<file path="config.mk">
export PLATFORM = sky130hd
export DESIGN_NAME = time_entry_loader
export DESIGN_NICKNAME = d
export VERILOG_FILES = /design/src/rtl/time_entry_loader.sv
export SDC_FILE = /design/constraint.sdc
export NUM_CORES = 1
export LEC_CHECK = 0
export BUFFER_PORTS_ARGS = -buffer_cell sky130_fd_sc_hd__buf_2
export CORE_MARGIN = 2
export CORE_UTILIZATION = 45
export CTS_CLUSTER_SIZE = 20
export DETAILED_ROUTE_END_ITERATION = 7
export PLACE_DENSITY = 0.73
export SLEW_MARGIN = 20
export SYNTH_ARGS = -nofsm -noshare
export SYNTH_HDL_FRONTEND = slang
export SYNTH_SLANG_ARGS = --single-unit
</file>
<file path="constraint.sdc">
create_clock -name clk -period 5.1 [get_ports clk]
set_clock_uncertainty 0.05 [all_clocks]
set_input_delay 1.53 -clock clk [delete_from_list [all_inputs] [get_ports clk]]
set_output_delay 1.53 -clock clk [all_outputs]
set_load 0.01 [all_outputs]
</file>
<file path="src/rtl/time_entry_loader.sv">
// Keypad-side writer for the microwave MM:SS down-counter chain: shifts BCD digits
// in from the right, validates the value and drives the chain's parallel-load bus.
module time_entry_loader #(
  parameter int SEC_TENS_MAX  = 5,
  parameter int MIN_TENS_MAX  = 9,
  parameter int ENTRY_TIMEOUT = 1000
) (
  input  logic       clk,
  input  logic       clrn,
  input  logic       key_valid,
  input  logic [3:0] key_code,
  input  logic       start,
  input  logic       clear_key,
  input  logic       timer_zero,
  output logic [3:0] sec_ones,
  output logic [3:0] sec_tens,
  output logic [3:0] min_ones,
  output logic [3:0] min_tens,
  output logic       loadn,
  output logic       ready,
  output logic       busy,
  output logic [2:0] digit_count,
  output logic       err
);

  localparam int TW = (ENTRY_TIMEOUT > 0) ? $clog2(ENTRY_TIMEOUT + 1) : 1;
  localparam logic [TW-1:0] TMAX = TW'(ENTRY_TIMEOUT);
  localparam logic [3:0] STMAX = 4'(SEC_TENS_MAX);
  localparam logic [3:0] MTMAX = 4'(MIN_TENS_MAX);

  typedef enum logic [2:0] {IDLE, ENTRY, LOAD, LOCKED, ABORT} state_t;

  state_t        state, nstate;
  logic [15:0]   digits, ndigits;
  logic [2:0]    cnt, ncnt;
  logic [TW-1:0] tmo, ntmo, tmo_inc;
  logic          pend, npend;
  logic          nloadn, nerr, nready, nbusy;
  logic          key_ok, timeout_hit;

  // digits packs {min_tens, min_ones, sec_tens, sec_ones}
  function automatic logic legal(input logic [15:0] v);
    return (v[7:4] <= STMAX) && (v[15:12] <= MTMAX) && (v != 16'h0000);
  endfunction

  assign key_ok      = (key_code <= 4'd9) && (cnt < 3'd4);
  assign tmo_inc     = (tmo == TMAX) ? tmo : tmo + 1'b1;
  assign timeout_hit = (ENTRY_TIMEOUT > 0) && (tmo_inc == TMAX);

  always_comb begin
    nstate  = state;
    ndigits = digits;
    ncnt    = cnt;
    npend   = pend;
    nloadn  = 1'b1;
    nerr    = 1'b0;
    case (state)
      IDLE, ENTRY: begin
        if (clear_key) begin
          ndigits = 16'h0000;
          ncnt    = 3'd0;
          nstate  = IDLE;
        end else if (start) begin
          if (state == ENTRY && legal(digits)) begin
            nstate = LOAD;
            nloadn = 1'b0;
          end else begin
            nerr = 1'b1;
          end
        end else if (key_valid) begin
          if (key_ok) begin
            ndigits = {digits[11:0], key_code};
            ncnt    = cnt + 3'd1;
            nstate  = ENTRY;
          end else begin
            nerr = 1'b1;
          end
        end else if (state == ENTRY && timeout_hit) begin
          ndigits = 16'h0000;
          ncnt    = 3'd0;
          nstate  = IDLE;
        end
      end
      LOAD: begin
        // a clear during the load strobe is deferred so loadn never stays low twice
        nstate = LOCKED;
        if (clear_key) npend = 1'b1;
      end
      LOCKED: begin
        if (clear_key || pend) begin
          ndigits = 16'h0000;
          ncnt    = 3'd0;
          npend   = 1'b0;
          nloadn  = 1'b0;
          nstate  = ABORT;
        end else if (timer_zero) begin
          ndigits = 16'h0000;
          ncnt    = 3'd0;
          nstate  = IDLE;
        end
      end
      ABORT:   nstate = IDLE;
      default: nstate = IDLE;
    endcase

    if (nstate != ENTRY || key_valid) ntmo = '0;
    else                              ntmo = tmo_inc;

    nready = (nstate == ENTRY) && legal(ndigits);
    nbusy  = (nstate == LOAD) || (nstate == LOCKED);
  end

  always_ff @(posedge clk or negedge clrn) begin
    if (!clrn) begin
      state  <= IDLE;
      digits <= 16'h0000;
      cnt    <= 3'd0;
      tmo    <= '0;
      pend   <= 1'b0;
      loadn  <= 1'b1;
      ready  <= 1'b0;
      busy   <= 1'b0;
      err    <= 1'b0;
    end else begin
      state  <= nstate;
      digits <= ndigits;
      cnt    <= ncnt;
      tmo    <= ntmo;
      pend   <= npend;
      loadn  <= nloadn;
      ready  <= nready;
      busy   <= nbusy;
      err    <= nerr;
    end
  end

  assign min_tens    = digits[15:12];
  assign min_ones    = digits[11:8];
  assign sec_tens    = digits[7:4];
  assign sec_ones    = digits[3:0];
  assign digit_count = cnt;

endmodule

</file>
==> metrics.md <==
| Metric | Value |
|---|---|
| Register area | `between 900 and 1000 sq um` |
| HP Class | `register to register` |
| DRT Wirelength | `4350 um` |
| Largest net degree at the start of global routing | `38` |
| Simple-gate portion of the synthesized area | `0.239` |
| Num rows | `24` |
| Vias in the first global route | `1603` |
| FF+latch count, synth | `37` |
| Area of the multi-input gates | `about 1100 sq um` |
| Switching Power | `0.238 mW` |
| Final period utilization | `0.709` |
| Fillcell total | `between 300 and 400` |
| Setup violators final | `0` |
| CTS Buf Count | `5` |
| Synth Instances | `203` |
| Synth Net Count | `216` |
| RSZ-0062 raised after global routing | `no` |
| RePlAce Congestion | `between 0.8 and 0.9` |
| Number of vias per cell | `slightly below 6` |
| Initial antenna violation count | `0` |
| Cell Area, Synth | `2100 sq um` |
| Critical Path Source Type | `input pin` |
| Gr usage total | `0.195` |
| Adder-cell share of the synthesized area | `0.0179` |
| Residual DRC count | `0` |
| Logic pwr share | `0.246` |
| Max incr delay on CP | `0.77 ns` |
| Synth top area share | `0.429` |
| Synth warn | `0` |
| Fin nets | `245` |
| Max transition margin | `0.423` |
| Placed cell count | `277` |
| Final ANT Viol Nets | `0` |
| Clock power share | `0.274` |
| Sequential Power Share | `0.480` |
| Non-filler instance count after layout | `about 290` |
| Main combinational cell family by area after synthesis | `simple AND/OR/NAND/NOR gates` |
| Top Ports | `33` |
| Final setup margin | `1.49 ns` |
| Die footprint | `5230 sq um` |
| Post-CTS setup buffers | `0` |
| Run status | `complete, no violations` |
| Chip Width | `72.3 um` |
| Setup TNS | `0 ns` |
| Initial DRC count | `101` |
| Tmin final | `3.61 ns` |
| Synth Area per Inst | `10.3 sq um` |
| PwrDens | `310 nW/um^2` |
| Layout cells sized above 1 | `0.258` |
| Port Buffer Count | `32` |
| Worst-path clk slew | `0.07 ns` |
| Clock sink count | `37` |
| GRT Residual Overflow | `0` |
| Critical path arrival | `3.73 ns` |
| Die Ht | `72.3 um` |
| Yosys top cell by area | `dfrtp_1` |
| Net switching fraction of the power | `0.328` |
| Cell Int Power | `between 0.4 and 0.5 mW` |
| CTS H-tree depth | `2` |
| Routed WL per cell | `15.3 um` |
| Hold Buf Count CTS | `0` |
| CP delay by family, top | `simple AND/OR/NAND/NOR gates` |
| Prevailing post-synth register cell | `dfrtp_1` |
| FMAX | `277 MHz` |
| Critical path class | `input pin to register` |
| Initial Util | `0.475` |
| Area contributors post-synth | `dfrtp_1, a22o_1, nor2_1, nand2_1, buf_6` |
| Worst-Margin Slew | `0.862 ns` |
| Cts repair resizes | `0` |
| Place WS | `about 1.2 ns` |
| Root Buffer | `clkbuf_8` |
| Post-DP HPWL | `3160 um` |
| Diodes inserted | `0` |
| Async set-reset flop share out of synthesis | `1.00` |
| Worst IR Drop VDD | `about 0.00016 V` |
| CTS tree | `built` |
| First-pass GRT wire length | `7760 um` |
| Worst skew pair latency | `~0.29 ns` |
| Count of cell types in the netlist | `59` |
| Xor and xnor area share after synthesis | `0.0334` |
| Slowest CP cell | `nor4b_4` |
| Max cap viols | `0` |
| Crit Path Max Fanout | `17` |
| Critical-path cell list | `buf_2, or4_1, nor4b_4, nand2_1, nor2_1, a21oi_1, o32ai_2, a211oi_2` |
| Total power | `around 0.72 mW` |
| CP endpoint kind | `register` |
| Pre-Repair DR Iteration Count | `4` |
| Mux share of post-synthesis cell area | `0.00954` |
| Compound-Gate Fraction of Synth Area | `0.207` |
| Number of synthesized flops with an enable pin | `0` |
| Total number of vias | `1670` |
| CP bufs+invs | `1` |
| Core area | `4410 sq um` |
| Max-slew violation count | `0` |
| CP Data Required Time | `between 5 and 6 ns` |
| Final Hold Vio Count | `0` |
| Max Root-Sink Buffers | `2` |
| Leak | `1.10 nW` |
| Sequential share of the synthesized area | `0.442` |
| Area Growth Syn to Fin | `11.3%` |
==> registers in the layout, indices dropped and copies added, names as in the netlist <==
signal       cells
busy             1
digit_count      3
digits          16
err              1
loadn            1
pend             1
ready            1
state            3
tmo             10
==> power by group through the flow <==
| stage | Combinational (mW) | Clock [mW] | Sequential, mW |
|---|---|---|---|
| floorplan | 0.128 | 0 | 0.353 |
| global placement | 0.179 | 0 | 0.352 |
| detailed placement | 0.179 | 0 | 0.353 |
| CTS | 0.181 | 0.208 | 0.347 |
| global route | 0.204 | 0.222 | 0.351 |
| finish | 0.178 | 0.199 | 0.348 |
==> metrics by stage <==
| step | hold WS [ns] | instance area, sq um | utilization |
|---|---|---|---|
| 6_report | 0.481 | 2340 | 0.529 |
| 4_1_cts | 0.484 | 2340 | 0.529 |
| 2_1_floorplan | 0.425 | 2100 | - |
| 3_5_place_dp | 0.459 | 2250 | 0.510 |
| 3_3_place_gp | 0.455 | 2250 | 0.510 |
| 5_1_grt | 0.515 | 2340 | 0.529 |
==> path summary, 6_finish.rpt <==
path / endpoint / slack, ns / start / cells after the start
setup / recovery: ready / 1.49 / clear_key / 8
hold reg to reg: digits[12] / 0.48 / digits[12] / 1
hold / removal: digits[12] / 0.48 / digits[12] / 1
setup reg to reg: ready / 2.03 / tmo[0] / 8
max in group asynchronous: digit_count[2] / 3.21 / clrn / 1
min in group asynchronous: tmo[8] / 1.28 / clrn / 1
==> cell families after synthesis <==
logic type               count (synthesis)
buffers and inverters                   17
multiplexers                             2
flip-flops                              37
AO/OA/AOI/OAI                           53
adder cells (fa/ha/maj)                  3
XOR/XNOR                                 8
AND/OR/NAND/NOR                         83
==> cells in the final DEF (no fill, tap or decap), types with 2 or more instances in the layout <==
master / count
a211oi_1: 2
a21o_1: 4
a21oi_1: 7
a221oi_2: 2
a22o_1: 11
and4_1: 2
buf_2: 32
clkbuf_8: 5
clkinv_2: 2
dfrtp_1: 36
ha_1: 3
inv_1: 6
mux2i_1: 2
nand2_1: 17
nand2b_1: 2
nand3_1: 5
nand3b_1: 3
nand4_1: 6
nor2_1: 19
nor2b_1: 2
nor3_1: 4
nor4_1: 5
o21a_1: 2
o21ai_0: 5
o21ai_1: 2
o31ai_1: 2
o32a_2: 2
or3_1: 2
or4_1: 2
or4bb_1: 2
xnor2_1: 5
xor2_1: 3
==> routing by layer <==
layer / vias to the layer above / track usage / share of wire
met5: - / 0 / 0
met4: 0 / 0.0922 / 0.025
met3: 10 / 0.0528 / 0.039
met2: 34 / 0.282 / 0.46
met1: 808 / 0.272 / 0.47
li1: 818 / - / -
==> synthesized netlist by cell type, types with 3 or more instances <==
library cell and count:
nand2_1 17, a21oi_1 7, a22o_1 11, nor3_1 4, buf_6 5, o31ai_1 3, nand3_1 5, nor2_1 19
inv_1 6, xnor2_1 5, buf_2 3, dfrtp_1 36, nand3b_1 3, o21ai_0 5, xor2_1 3, nor4_1 5
ha_1 3, a21o_1 4, nand4_1 6
==> worst reg2reg max path, cell delays in order (launching register included) <==
cell and delay, ns:
dfrtp_1 0.52, ha_1 0.31, nand4_1 0.25, o32a_2 0.27, a221oi_2 0.28, and4_1 0.38, o31ai_2 0.20, a2111o_1 0.49
a211oi_2 0.22
==> area by class of cell <==
| cell class | instances | share of cell area |
|---|---|---|
| clock buffers | 5 | 0.0295 |
| clock inverters | 3 | 0.00750 |
| inverters | 6 | 0.00964 |
| multi-input cells | 149 | 0.457 |
| flip-flops and latches | 37 | 0.397 |
| well taps | 52 | 0.0279 |
| repair buffers | 33 | 0.0718 |
No activity file was read; power rests on OpenSTA's default activity.
